**src/rtl/frame_scanout_if.sv**
```systemverilog
// frame_scanout_if: valid/ready pixel stream with start-of-frame and end-of-line markers
interface frame_scanout_if #(parameter int DATA_W = 16);
  logic valid;
  logic ready;
  logic [DATA_W-1:0] data;
  logic sof;
  logic eol;
  modport master(output valid, data, sof, eol, input ready);
  modport slave(input valid, data, sof, eol, output ready);
endinterface

```
**src/rtl/frame_scanout.sv**
```systemverilog
// frame_scanout: raster read-address generator and tear-free pixel streamer for a double frame buffer
module frame_scanout #(
  parameter int H_PIXELS = 320,
  parameter int V_LINES = 240,
  parameter int ADDR_W = 17,
  parameter int DATA_W = 16
) (
  input  logic clk,
  input  logic reset,
  input  logic start,
  input  logic continuous,
  input  logic swap_req,
  output logic [ADDR_W-1:0] read_addr,
  input  logic [DATA_W-1:0] read_data,
  output logic front_select,
  output logic busy,
  output logic frame_done,
  frame_scanout_if.master m
);
  localparam int XW = $clog2(H_PIXELS);
  localparam int YW = $clog2(V_LINES);
  typedef enum logic [1:0] {IDLE, RUN, DRAIN} state_t;
  typedef struct packed {
    logic last;
    logic sof;
    logic eol;
    logic [DATA_W-1:0] data;
  } ent_t;
  state_t state, state_n;
  logic [XW-1:0] x;
  logic [YW-1:0] y;
  logic fly, fly_last, fly_sof, fly_eol;
  ent_t mem [2];
  ent_t head;
  logic wp, rp;
  logic [1:0] cnt;
  logic swap_pend;
  logic issue, pop, x_end, last_addr, final_xfer;
  assign head = mem[rp];
  assign m.valid = cnt != 2'd0;
  assign m.data = head.data;
  assign m.sof = m.valid && head.sof;
  assign m.eol = m.valid && head.eol;
  assign busy = state != IDLE;
  assign pop = m.valid && m.ready;
  assign x_end = x == XW'(H_PIXELS - 1);
  assign last_addr = x_end && y == YW'(V_LINES - 1);
  assign issue = state == RUN && (int'(cnt) + int'(fly) - int'(pop)) < 2;
  assign final_xfer = pop && head.last;
  always_comb begin
    state_n = (state == IDLE && start) ? RUN :
              (issue && last_addr) ? DRAIN :
              final_xfer ? (continuous ? RUN : IDLE) : state;
  end
  always_ff @(posedge clk) begin
    if (reset) begin
      state <= IDLE;
      x <= '0;
      y <= '0;
      read_addr <= '0;
      fly <= 1'b0;
      fly_last <= 1'b0;
      fly_sof <= 1'b0;
      fly_eol <= 1'b0;
      mem[0] <= '0;
      mem[1] <= '0;
      wp <= 1'b0;
      rp <= 1'b0;
      cnt <= 2'd0;
      swap_pend <= 1'b0;
      front_select <= 1'b0;
      frame_done <= 1'b0;
    end else begin
      state <= state_n;
      frame_done <= final_xfer;
      fly <= issue;
      fly_last <= last_addr;
      fly_sof <= read_addr == '0;
      fly_eol <= x_end;
      if (issue) begin
        x <= x_end ? '0 : x + 1'b1;
        y <= last_addr ? '0 : x_end ? y + 1'b1 : y;
        read_addr <= last_addr ? '0 : read_addr + 1'b1;
      end
      if (fly) begin
        mem[wp] <= {fly_last, fly_sof, fly_eol, read_data};
        wp <= ~wp;
      end
      if (pop) rp <= ~rp;
      cnt <= cnt + {1'b0, fly} - {1'b0, pop};
      if (final_xfer) begin
        front_select <= front_select ^ (swap_pend | swap_req);
        swap_pend <= 1'b0;
      end else if (swap_req) begin
        if (state == IDLE) front_select <= ~front_select;
        else swap_pend <= 1'b1;
      end
    end
  end
endmodule
```
**src/flat_wrapper.sv**
```systemverilog
// flat-port wrapper written by rule: the top's interface ports become plain ports
module frame_scanout_flat 
#(
  parameter int H_PIXELS = 320,
  parameter int V_LINES = 240,
  parameter int ADDR_W = 17,
  parameter int DATA_W = 16
)
  (clk, reset, start, continuous, swap_req, read_addr, read_data, front_select, busy, frame_done, m_valid, m_data, m_sof, m_eol, m_ready);
  frame_scanout_if #(.DATA_W(DATA_W)) m_i ();
  input  logic clk;
  input  logic reset;
  input  logic start;
  input  logic continuous;
  input  logic swap_req;
  output logic [ADDR_W-1:0] read_addr;
  input  logic [DATA_W-1:0] read_data;
  output logic front_select;
  output logic busy;
  output logic frame_done;
  output wire logic [$bits(m_i.valid)-1:0] m_valid;
  output wire logic [$bits(m_i.data)-1:0] m_data;
  output wire logic [$bits(m_i.sof)-1:0] m_sof;
  output wire logic [$bits(m_i.eol)-1:0] m_eol;
  input wire logic [$bits(m_i.ready)-1:0] m_ready;
  assign m_valid = m_i.valid;
  assign m_data = m_i.data;
  assign m_sof = m_i.sof;
  assign m_eol = m_i.eol;
  assign m_i.ready = m_ready;
  frame_scanout #(.H_PIXELS(H_PIXELS), .V_LINES(V_LINES), .ADDR_W(ADDR_W), .DATA_W(DATA_W)) u_core (.clk(clk), .reset(reset), .start(start), .continuous(continuous), .swap_req(swap_req), .read_addr(read_addr), .read_data(read_data), .front_select(front_select), .busy(busy), .frame_done(frame_done), .m(m_i));
endmodule
```
**config.mk**
```make
export PLATFORM = sky130hd
export DESIGN_NAME = frame_scanout_flat
export DESIGN_NICKNAME = d
export VERILOG_FILES = /design/src/rtl/frame_scanout_if.sv /design/src/rtl/frame_scanout.sv /design/src/flat_wrapper.sv
export SDC_FILE = /design/constraint.sdc
export NUM_CORES = 1
export LEC_CHECK = 0
export BUFFER_PORTS_ARGS = -buffer_cell sky130_fd_sc_hd__buf_4
export CAP_MARGIN = 20
export CORE_AREA = 2 2 104 106
export CTS_CLUSTER_SIZE = 24
export DETAILED_ROUTE_END_ITERATION = 8
export DIE_AREA = 0 0 106 108
export PLACE_DENSITY = 0.57
export SETUP_SLACK_MARGIN = 0.05
export SLEW_MARGIN = 20
export SYNTH_ARGS = -nofsm -noshare
export SYNTH_HDL_FRONTEND = slang
export SYNTH_SLANG_ARGS = --single-unit
```
**constraint.sdc**
```tcl
create_clock -name clk -period 3.5 [get_ports clk]
set_clock_uncertainty 0.15 [all_clocks]
set_input_delay 0.175 -clock clk [delete_from_list [all_inputs] [get_ports clk]]
set_output_delay 0.175 -clock clk [all_outputs]
set_load 0.01 [all_outputs]
```
; After elaboration in Yosys (flattened, before gate mapping)
; Memory sizes are Yosys's and may differ from the RTL's. A register that Yosys moved wholly into a read port is not among the register bits.
; Cells that the tools add are included.
[totals]
inputBits = 22
mem_count = 1
register_bits = 47
out_inout_bits = 39
ram_bits = 38
wordCells = 77
[classes]
n_mux = 21
addsub = 7
eq_ne = 3
n_reduce_logical = 23
order_cmp = 1
n_bitwise = 6
[mem_list]
columns = memory, words, word_bits, rd, rd_clocked_by_memory_dff, wr, line
row1 = u_core.mem, 2, 19, 1, 1, 2, frame_scanout.sv:33  ; ent_t mem [2];
[op_table]
columns = cell, count
row1 = $lt 32x3->1 const B, 1
row2 = $sub 32x2->32, 1
row3 = $mux 19, 1
row4 = $reduce_or 19->1, 1
row5 = $add 17x1->17 const B, 1
row6 = $logic_not 17->1, 1
row7 = $mux 17, 1
row8 = $mux 8, 2
row9 = $mux 1, 14
row10 = $reduce_bool 2->1, 6
row11 = $add 9x1->9 const B, 1
row12 = $eq 9x9->1 const B, 1
row13 = $mux 9, 1
row14 = $add 8x1->8 const B, 1
row15 = $eq 8x8->1 const B, 1
row16 = $logic_and 1x1->1, 8
row17 = $reduce_and 2->1, 3
row18 = $mux 2, 2
row19 = $not 1->1, 4
row20 = $reduce_or 2->1, 2
row21 = $add 2x1->3, 1
row22 = $reduce_bool 3->1, 1
row23 = $add 2x1->2, 1
row24 = $eq 2x1->1 const B, 1
row25 = 4 further kinds, 4

; Depth between registers and ports, before layout
; Gate-level depths: netlist of run 1.
[logic_depth]
word_depth = 8
mapped_depth = 13
depth_no_buf = 11

; Least setup slack after synthesis of run 1
; Ideal clock, no wire load.
[synth_timing]
path_kind = reg2reg
from = reg u_core.fly
to = reg u_core.read_addr[5]
period_less_slack_ns = 2.730
path_buffers = 1
path_stages_with_launch = 13
required_time_ns = 3.280
t_arrival_ns = 2.511
setup_ns = 0.070
path_slack_ns = 0.770
cell_sequence = dfxtp_1 -> ha_1 -> inv_1 -> ha_1 -> inv_1 -> ha_1 -> ha_1 -> nand2b_1 -> a21oi_2 -> clkbuf_1 -> nand3_1 -> or3_1 -> a21oi_1
[synth_between]
elab_chain_cells = 4
[synth_lines]
columns = element, line
row1 = "start, declared", frame_scanout.sv:32  ; logic fly, fly_last, fly_sof, fly_eol;
row2 = "start signal, assigned", frame_scanout.sv:76  ; fly <= issue;
row3 = $add 2x1->3, frame_scanout.sv:48  ; assign issue = state == RUN && (int'(cnt) + int'(fly) - int'(pop)) < 2;
row4 = $sub 32x2->32, frame_scanout.sv:48
row5 = $lt 32x3->1, frame_scanout.sv:48
row6 = $logic_and 1x1->1, frame_scanout.sv:48
row7 = "end signal, assigned", frame_scanout.sv:83  ; read_addr <= last_addr ? '0 : read_addr + 1'b1;
row8 = "end, declared", frame_scanout.sv:13  ; output logic [ADDR_W-1:0] read_addr,
; Every way passes these cells.
; A chain may end at the register's enable or synchronous reset.

; Final worst setup path of run 1
[layout_timing]
from = reg u_core.fly
to = reg u_core.x[3]
[layout_between]
elab_chain_cells = 4
[layout_lines]
columns = element, line
row1 = $add 2x1->3, frame_scanout.sv:48
row2 = $sub 32x2->32, frame_scanout.sv:48
row3 = $lt 32x3->1, frame_scanout.sv:48
row4 = $logic_and 1x1->1, frame_scanout.sv:48
row5 = "end signal, assigned", frame_scanout.sv:81  ; x <= x_end ? '0 : x + 1'b1;
row6 = "end, declared", frame_scanout.sv:30  ; logic [XW-1:0] x;
; Every way passes these cells.

==> results of run 1 <==
## state kept, by name, summed over array words and instances (netlist names), named ones only
signal and flops:
u_core.mem 38, u_core.x 9, u_core.swap_pend 1, u_core.y 8, u_core.fly_last 1, u_core.rp 1
u_core.read_addr 17, u_core.front_select 1, u_core.fly_eol 1, u_core.fly 1, u_core.frame_done 1, u_core.state 2
u_core.wp 1, u_core.fly_sof 1, u_core.cnt 2
## synth_stat cells (2+ instances only)
| cell | n | area share (%) |
|---|---|---|
| nand2_1 | 16 | 1.5 |
| nor2_1 | 46 | 4.3 |
| nor3b_1 | 4 | 0.74 |
| or4_1 | 2 | 0.37 |
| a21oi_1 | 16 | 2.0 |
| nand4_1 | 12 | 1.9 |
| a31oi_1 | 2 | 0.31 |
| buf_1 | 2 | 0.19 |
| inv_1 | 12 | 1.1 |
| nand3b_1 | 4 | 0.74 |
| nand3_2 | 2 | 0.49 |
| xnor2_1 | 6 | 1.3 |
| xor2_1 | 19 | 4.1 |
| nor2b_1 | 3 | 0.46 |
| clkbuf_1 | 9 | 0.83 |
| nand2b_1 | 4 | 0.62 |
| or2_2 | 2 | 0.31 |
| dfxtp_1 | 48 | 24 |
| and2_1 | 42 | 6.5 |
| edfxtp_1 | 38 | 28 |
| o21ai_0 | 9 | 1.1 |
| buf_2 | 7 | 0.86 |
| mux2i_1 | 4 | 0.99 |
| or3_1 | 5 | 0.77 |
| and3_1 | 6 | 0.93 |
| nor3_1 | 7 | 0.86 |
| ha_1 | 11 | 3.4 |
| nand3_1 | 21 | 2.6 |
| mux2_2 | 17 | 4.7 |
| nor4_1 | 5 | 0.77 |
## cell families after synthesis
family,after synthesis,synth area share (%)
and+or+nand+nor,184,24.7
DFF,86,51.9
AOI/OAI and AO/OA,36,5.28
buffers and inverters,31,3.18
xor gates and xnor gates,25,5.40
muxes,21,5.71
adders and majority gates,12,3.89
## routing by layer
layer	vias to the layer above	track usage (%)	wire length (um)
met5	-	0	0
met4	0	4.51	80
met3	8	3.62	403
met2	75	26.1	3900
met1	1449	19.6	3980
li1	1525	-	-
## stage by stage
stage / total power, uW / std cells
CTS: 2500 / 614
floorplan: 1560 / 395
detailed placement: 1790 / 580
finish: 2480 / 614
global route: 2620 / 614
global placement: 1780 / 580
## path summary, 6_finish.rpt
path	from	slack [ns]	cells after the start	end
setup / recovery	u_core.fly	0.44	13	u_core.x[3]
hold / removal	reset	0.08	2	u_core.x[4]
setup reg to reg	u_core.fly	0.44	13	u_core.x[3]
hold reg to reg	u_core.y[1]	0.33	2	u_core.y[1]
## power breakdown
group          switching [uW]  leakage (uW)  internal (uW)  total (uW)
logic                     322       0.00108            284         606
registers                46.9      0.000784           1120        1170
clock network             369     0.0000895            331         700
total                     738       0.00196           1740        2480
## repair_timing
item / CTS / global route
endpoints found under the hold margin: 35 / 0
setup buffers: 0 / 0
endpoints found under the setup margin: 0 / 0
hold buffers: 18 / 0
## layout make-up
class | instances | share of cell area (%)
repair buffers | 86 | 13.7
multi-input cells | 278 | 36.3
clock buffers | 9 | 2.46
inverters | 12 | 0.895
clock inverters | 7 | 1.47
flip-flops and latches | 86 | 41.8
well taps | 136 | 3.38
==> impl_metrics.json, run 1 <==
{
  "status": "completed",
  "slew_headroom_pct": 43.1,
  "layout-drive-gt1-share_pct": 23.0,
  "ys_dominant_reg_cell": "dfxtp_1",
  "timing.final.ws_setup_ns": 0.439,
  "max-cap-violations": 0,
  "cts_sinks": 86,
  "ir_worst_vdd_mv": 0.226,
  "die_area_mm2": 0.0114,
  "clock.fmax_mhz": 327,
  "die_w_um": 106,
  "clockRootBuffer": "clkbuf_8",
  "post-place-ws_ns": 0.494,
  "grt_usage_pct": 15.4,
  "crit_buf_inv": 4,
  "placed_cell_area_mm2": 0.00466,
  "num_io_pins": 61,
  "firstDrtPassIters": 4,
  "die_height_um": 108,
  "wl_per_cell_um": 13.6,
  "grt-ovfl-total": 0,
  "grt_max_degree": 38,
  "vias": 3057,
  "grt_pass1_wl_mm": 13.9,
  "viasPerCell": 4.98,
  "cp_max_fo": 21,
  "drc_errors": 0,
  "gp_congestion": 0.800,
  "crit_path_end_kind": "flip-flop",
  "finalSetupTns_ns": 0,
  "fin_hold_ws_ns": 0.0760,
  "slowest_stage": "dfxtp_1",
  "synth_seq_cells": 86,
  "slowest_delay_ns": 0.46,
  "antenna_cells": 0,
  "async_flop_share_pct": 0,
  "synth_fp_nets": 429,
  "grt_antenna_before_repair": 0,
  "final_util_pct": 49.2,
  "design.core.area_mm2": 0.0102,
  "cts_inserted_buffers": 9,
  "grt_pass1_vias": 2848,
  "syn_avg_cell_area_um2": 10.3,
  "path_delay_family": "adder cells",
  "register_area_mm2": 0.00210,
  "cts.htree.levels": 3,
  "start_kind": "flip-flop",
  "initial_core_util_pct": 39.6,
  "worstSetupPathType": "reg -> reg",
  "syn-cell-area_mm2": 0.00405,
  "syn_to_final_growth_pct": 24.2,
  "setup_viol": 0,
  "postRouteAntennaNets": 0,
  "yosysSeqAreaShare_pct": 51.9,
  "worst-endpoint-required_ns": 3.63,
  "hold_path.class": "in -> reg",
  "hold_viol_final": 0,
  "worst_path_most_repeated_cell": "ha_1",
  "crit_path_cell_trace": "ha_1 > inv_1 > ha_1 > inv_1 > ha_1 > ha_1 > nand2b_1 > a21oi_2 > buf_4 > nand2_1 > buf_4 > or3_1 > a21oi_1",
  "period_needed_ns": 3.06,
  "fp-row-count": 37,
  "finalCritPeriodShare_pct": 87.4,
  "drt_iter0_drc": 105,
  "multi_input_area_mm2": 0.00183,
  "dp_hpwl_mm": 5.45,
  "drt_wl_total_mm": 8.36,
  "cts_tree": "built",
  "syn_inst": 395,
  "synth_edf_count": 38,
  "insertion_delay_ns": 0.35,
  "rsz0062_at_grt": "no",
  "nNetsFinal": 507,
  "final_cell_mix": "68 x buf_4, 48 x dfxtp_1, 46 x nor2_1, 42 x and2_1, 38 x edfxtp_1",
  "clockBufferDepth": 2,
  "finalMaxSlewViolations": 0,
  "tightest_slew_ns": 0.853,
  "portBuffers": 60,
  "p_leak_uw": 0.00196,
  "clkSlewWorstSetupHoldPaths_ns": 0.09,
  "post-route-cell-area_mm2": 0.00503,
  "yosysUniqueCellTypes": 44,
  "ys_warn_count": 0,
  "fillers": 956,
  "cts_resized": 0,
  "power_per_cell_area_mw_per_mm2": 492,
  "cp.arrival_ns": 3.19,
  "final_common_cell": "buf_4"
}
Note: power is estimated with default switching activity, not from simulation.
==> inputs of run 2 (changes only) <==
CORE_AREA = 2 2 120 122   (was 2 2 104 106)
DIE_AREA = 0 0 122 124   (was 0 0 106 108)
MAX_ROUTING_LAYER = met4   (was not set)
PLACE_DENSITY = 0.45   (was 0.57)
==> run 2 against run 1 <==
Flip-flop and latch count unchanged. Count of clock-buffer cells in the layout unchanged. Global-route usage down 2.3 points. Via count down 1.5%. Non-clock buffer count unchanged. Sequential power about the same. Total power up 12%. Cell area up 3.2%. Register-to-register slack better by 0.06 ns. Setup slack better by 0.057 ns. Die area up 32%. Critical endpoint is now u_core.read_addr[6]. Largest power group unchanged.
==> impl_metrics.json, run 2 (synthesis results as in run 1) <==
{
  "nNetsFinal": 507,
  "stdcell_count": 658,
  "start_kind": "flip-flop",
  "p_leak_uw": 0.00202,
  "cp.arrival_ns": 3.13,
  "cts_tree": "built",
  "grt_antenna_before_repair": 0,
  "post-place-ws_ns": 0.511,
  "final_cell_mix": "68 x buf_4, 48 x dfxtp_1, 46 x nor2_1, 42 x and2_1, 38 x edfxtp_1",
  "cts.htree.levels": 3,
  "reg2reg_slack_ns": 0.50,
  "num_io_pins": 61,
  "initial_core_util_pct": 29.5,
  "die_area_mm2": 0.0151,
  "dp_cells": 624,
  "cts_setup_buffers": 0,
  "post-route-cell-area_mm2": 0.00520,
  "finalSetupTns_ns": 0,
  "rsz0062_at_grt": "no",
  "drt_iter0_drc": 101,
  "cts_sinks": 86,
  "setup_viol": 0,
  "worstSetupPathType": "reg -> reg",
  "timing.final.ws_setup_ns": 0.497,
  "drc_errors": 0,
  "hold_viol_final": 0,
  "grt-ovfl-total": 0,
  "grt_usage_pct": 13.0,
  "hold_path_depth": 2,
  "grt_pass1_wl_mm": 14.8,
  "viasPerCell": 4.57,
  "status": "completed",
  "cts_inserted_buffers": 9,
  "placed_cell_area_mm2": 0.00471,
  "syn_to_final_growth_pct": 28.2,
  "largest_reg_flops": 38,
  "antenna_cells": 0,
  "die_w_um": 122,
  "firstDrtPassIters": 4,
  "finalMaxSlewViolations": 0,
  "final_util_pct": 37.9,
  "die_height_um": 124,
  "max-cap-violations": 0,
  "layout-drive-gt1-share_pct": 23.0,
  "timing.rr.start": "u_core.fly",
  "cp_max_fo": 21,
  "ir_worst_vdd_mv": 0.179,
  "crit_path_end_kind": "flip-flop",
  "portBuffers": 60,
  "design.core.area_mm2": 0.0137,
  "final_common_cell": "buf_4",
  "insertion_delay_ns": 0.35,
  "min_from": "reset",
  "rr_worst_depth": 12,
  "power_per_cell_area_mw_per_mm2": 535,
  "dp_hpwl_mm": 5.83,
  "worst-endpoint-required_ns": 3.63,
  "top_regs": "u_core.mem: 38 flops, u_core.read_addr: 17 flops, u_core.x: 9 flops",
  "slew_headroom_pct": 43.8,
  "hold_path.class": "in -> reg",
  "drt_wl_total_mm": 9.00,
  "wl_per_cell_um": 13.7,
  "vias": 3010,
  "whs_endpoint": "u_core.fly_eol",
  "regMostFlops": "u_core.mem",
  "grt_max_degree": 38,
  "gp_congestion": 0.774,
  "clock.fmax_mhz": 333,
  "postRouteAntennaNets": 0,
  "grt_pass1_vias": 2953,
  "clockRootBuffer": "clkbuf_16",
  "clockBufferDepth": 2,
  "tightest_slew_ns": 0.842,
  "finalCritPeriodShare_pct": 85.8,
  "r2r-end": "u_core.read_addr[6]",
  "clkSlewWorstSetupHoldPaths_ns": 0.07,
  "fp-row-count": 43,
  "fillers": 1373,
  "period_needed_ns": 3.00
}
[run 2: changes by cell type in the layout (fill, tap and decap cells not counted), sizes merged]
cell	before	now
clkinvlp	3	0
inv	13	16
[run 2: routing by layer]
| layer | vias to the layer above | track usage [%] | wire length [um] |
|---|---|---|---|
| met4 | 0 | 6.47 | 193 |
| met2 | 55 | 20.5 | 4240 |
| li1 | 1525 | - | - |
| met3 | 10 | 2.29 | 308 |
| met1 | 1420 | 16.2 | 4260 |
| met5 | - | - | 0 |
[run 2: cell type report]
| class | instances | area, um2 | share of cell area (%) |
|---|---|---|---|
| sequential | 86 | 2100 | 40.5 |
| clock buffer | 9 | 225 | 4.33 |
| clock inverter | 7 | 80.1 | 1.54 |
| timing repair buffer | 86 | 691 | 13.3 |
| inverter | 12 | 45.0 | 0.867 |
| multi-input combinational | 278 | 1830 | 35.2 |
| tap | 180 | 225 | 4.33 |
[run 2: worst max-delay path by stage]
stage	from	endpoint	slack, ns	cells past startpoint
finish	u_core.fly	u_core.read_addr[6]	0.50	12
global route	u_core.fly	u_core.x[3]	0.24	13
CTS	u_core.fly	u_core.read_addr[6]	0.49	12
detailed placement	u_core.fly	u_core.read_addr[6]	0.51	12
global placement	u_core.fly	u_core.read_addr[6]	0.58	12
floorplan	u_core.fly	u_core.read_addr[5]	0.77	12
[run 2: through the flow]
stage          hold slack (ns)  total power, uW
2_1_floorplan            0.175             1560
3_3_place_gp             0.304             1800
6_report                0.0926             2780
3_5_place_dp             0.306             1800
4_1_cts                 0.0976             2830
5_1_grt                  0.121             2930
[run 2: critical path: stages, from the launching register on]
cell      delay [ns]
dfxtp_1         0.44
ha_1            0.22
inv_1           0.09
ha_1            0.28
inv_1           0.04
ha_1            0.17
ha_1            0.17
nand2b_1        0.18
a21oi_2         0.20
buf_4           0.27
nand2_1         0.09
or4_1           0.50
a21oi_1         0.15
[run 2: timing repair]
item	in CTS	in global routing
setup endpoints to repair	0	0
endpoints found under the hold margin	35	0
resized for setup	0	0
hold buffers	18	0
[run 2: where the power goes]
part / switching, uW / internal [uW]
logic: 323 / 288
clock network: 429 / 565
registers: 47.3 / 1130
total: 800 / 1980
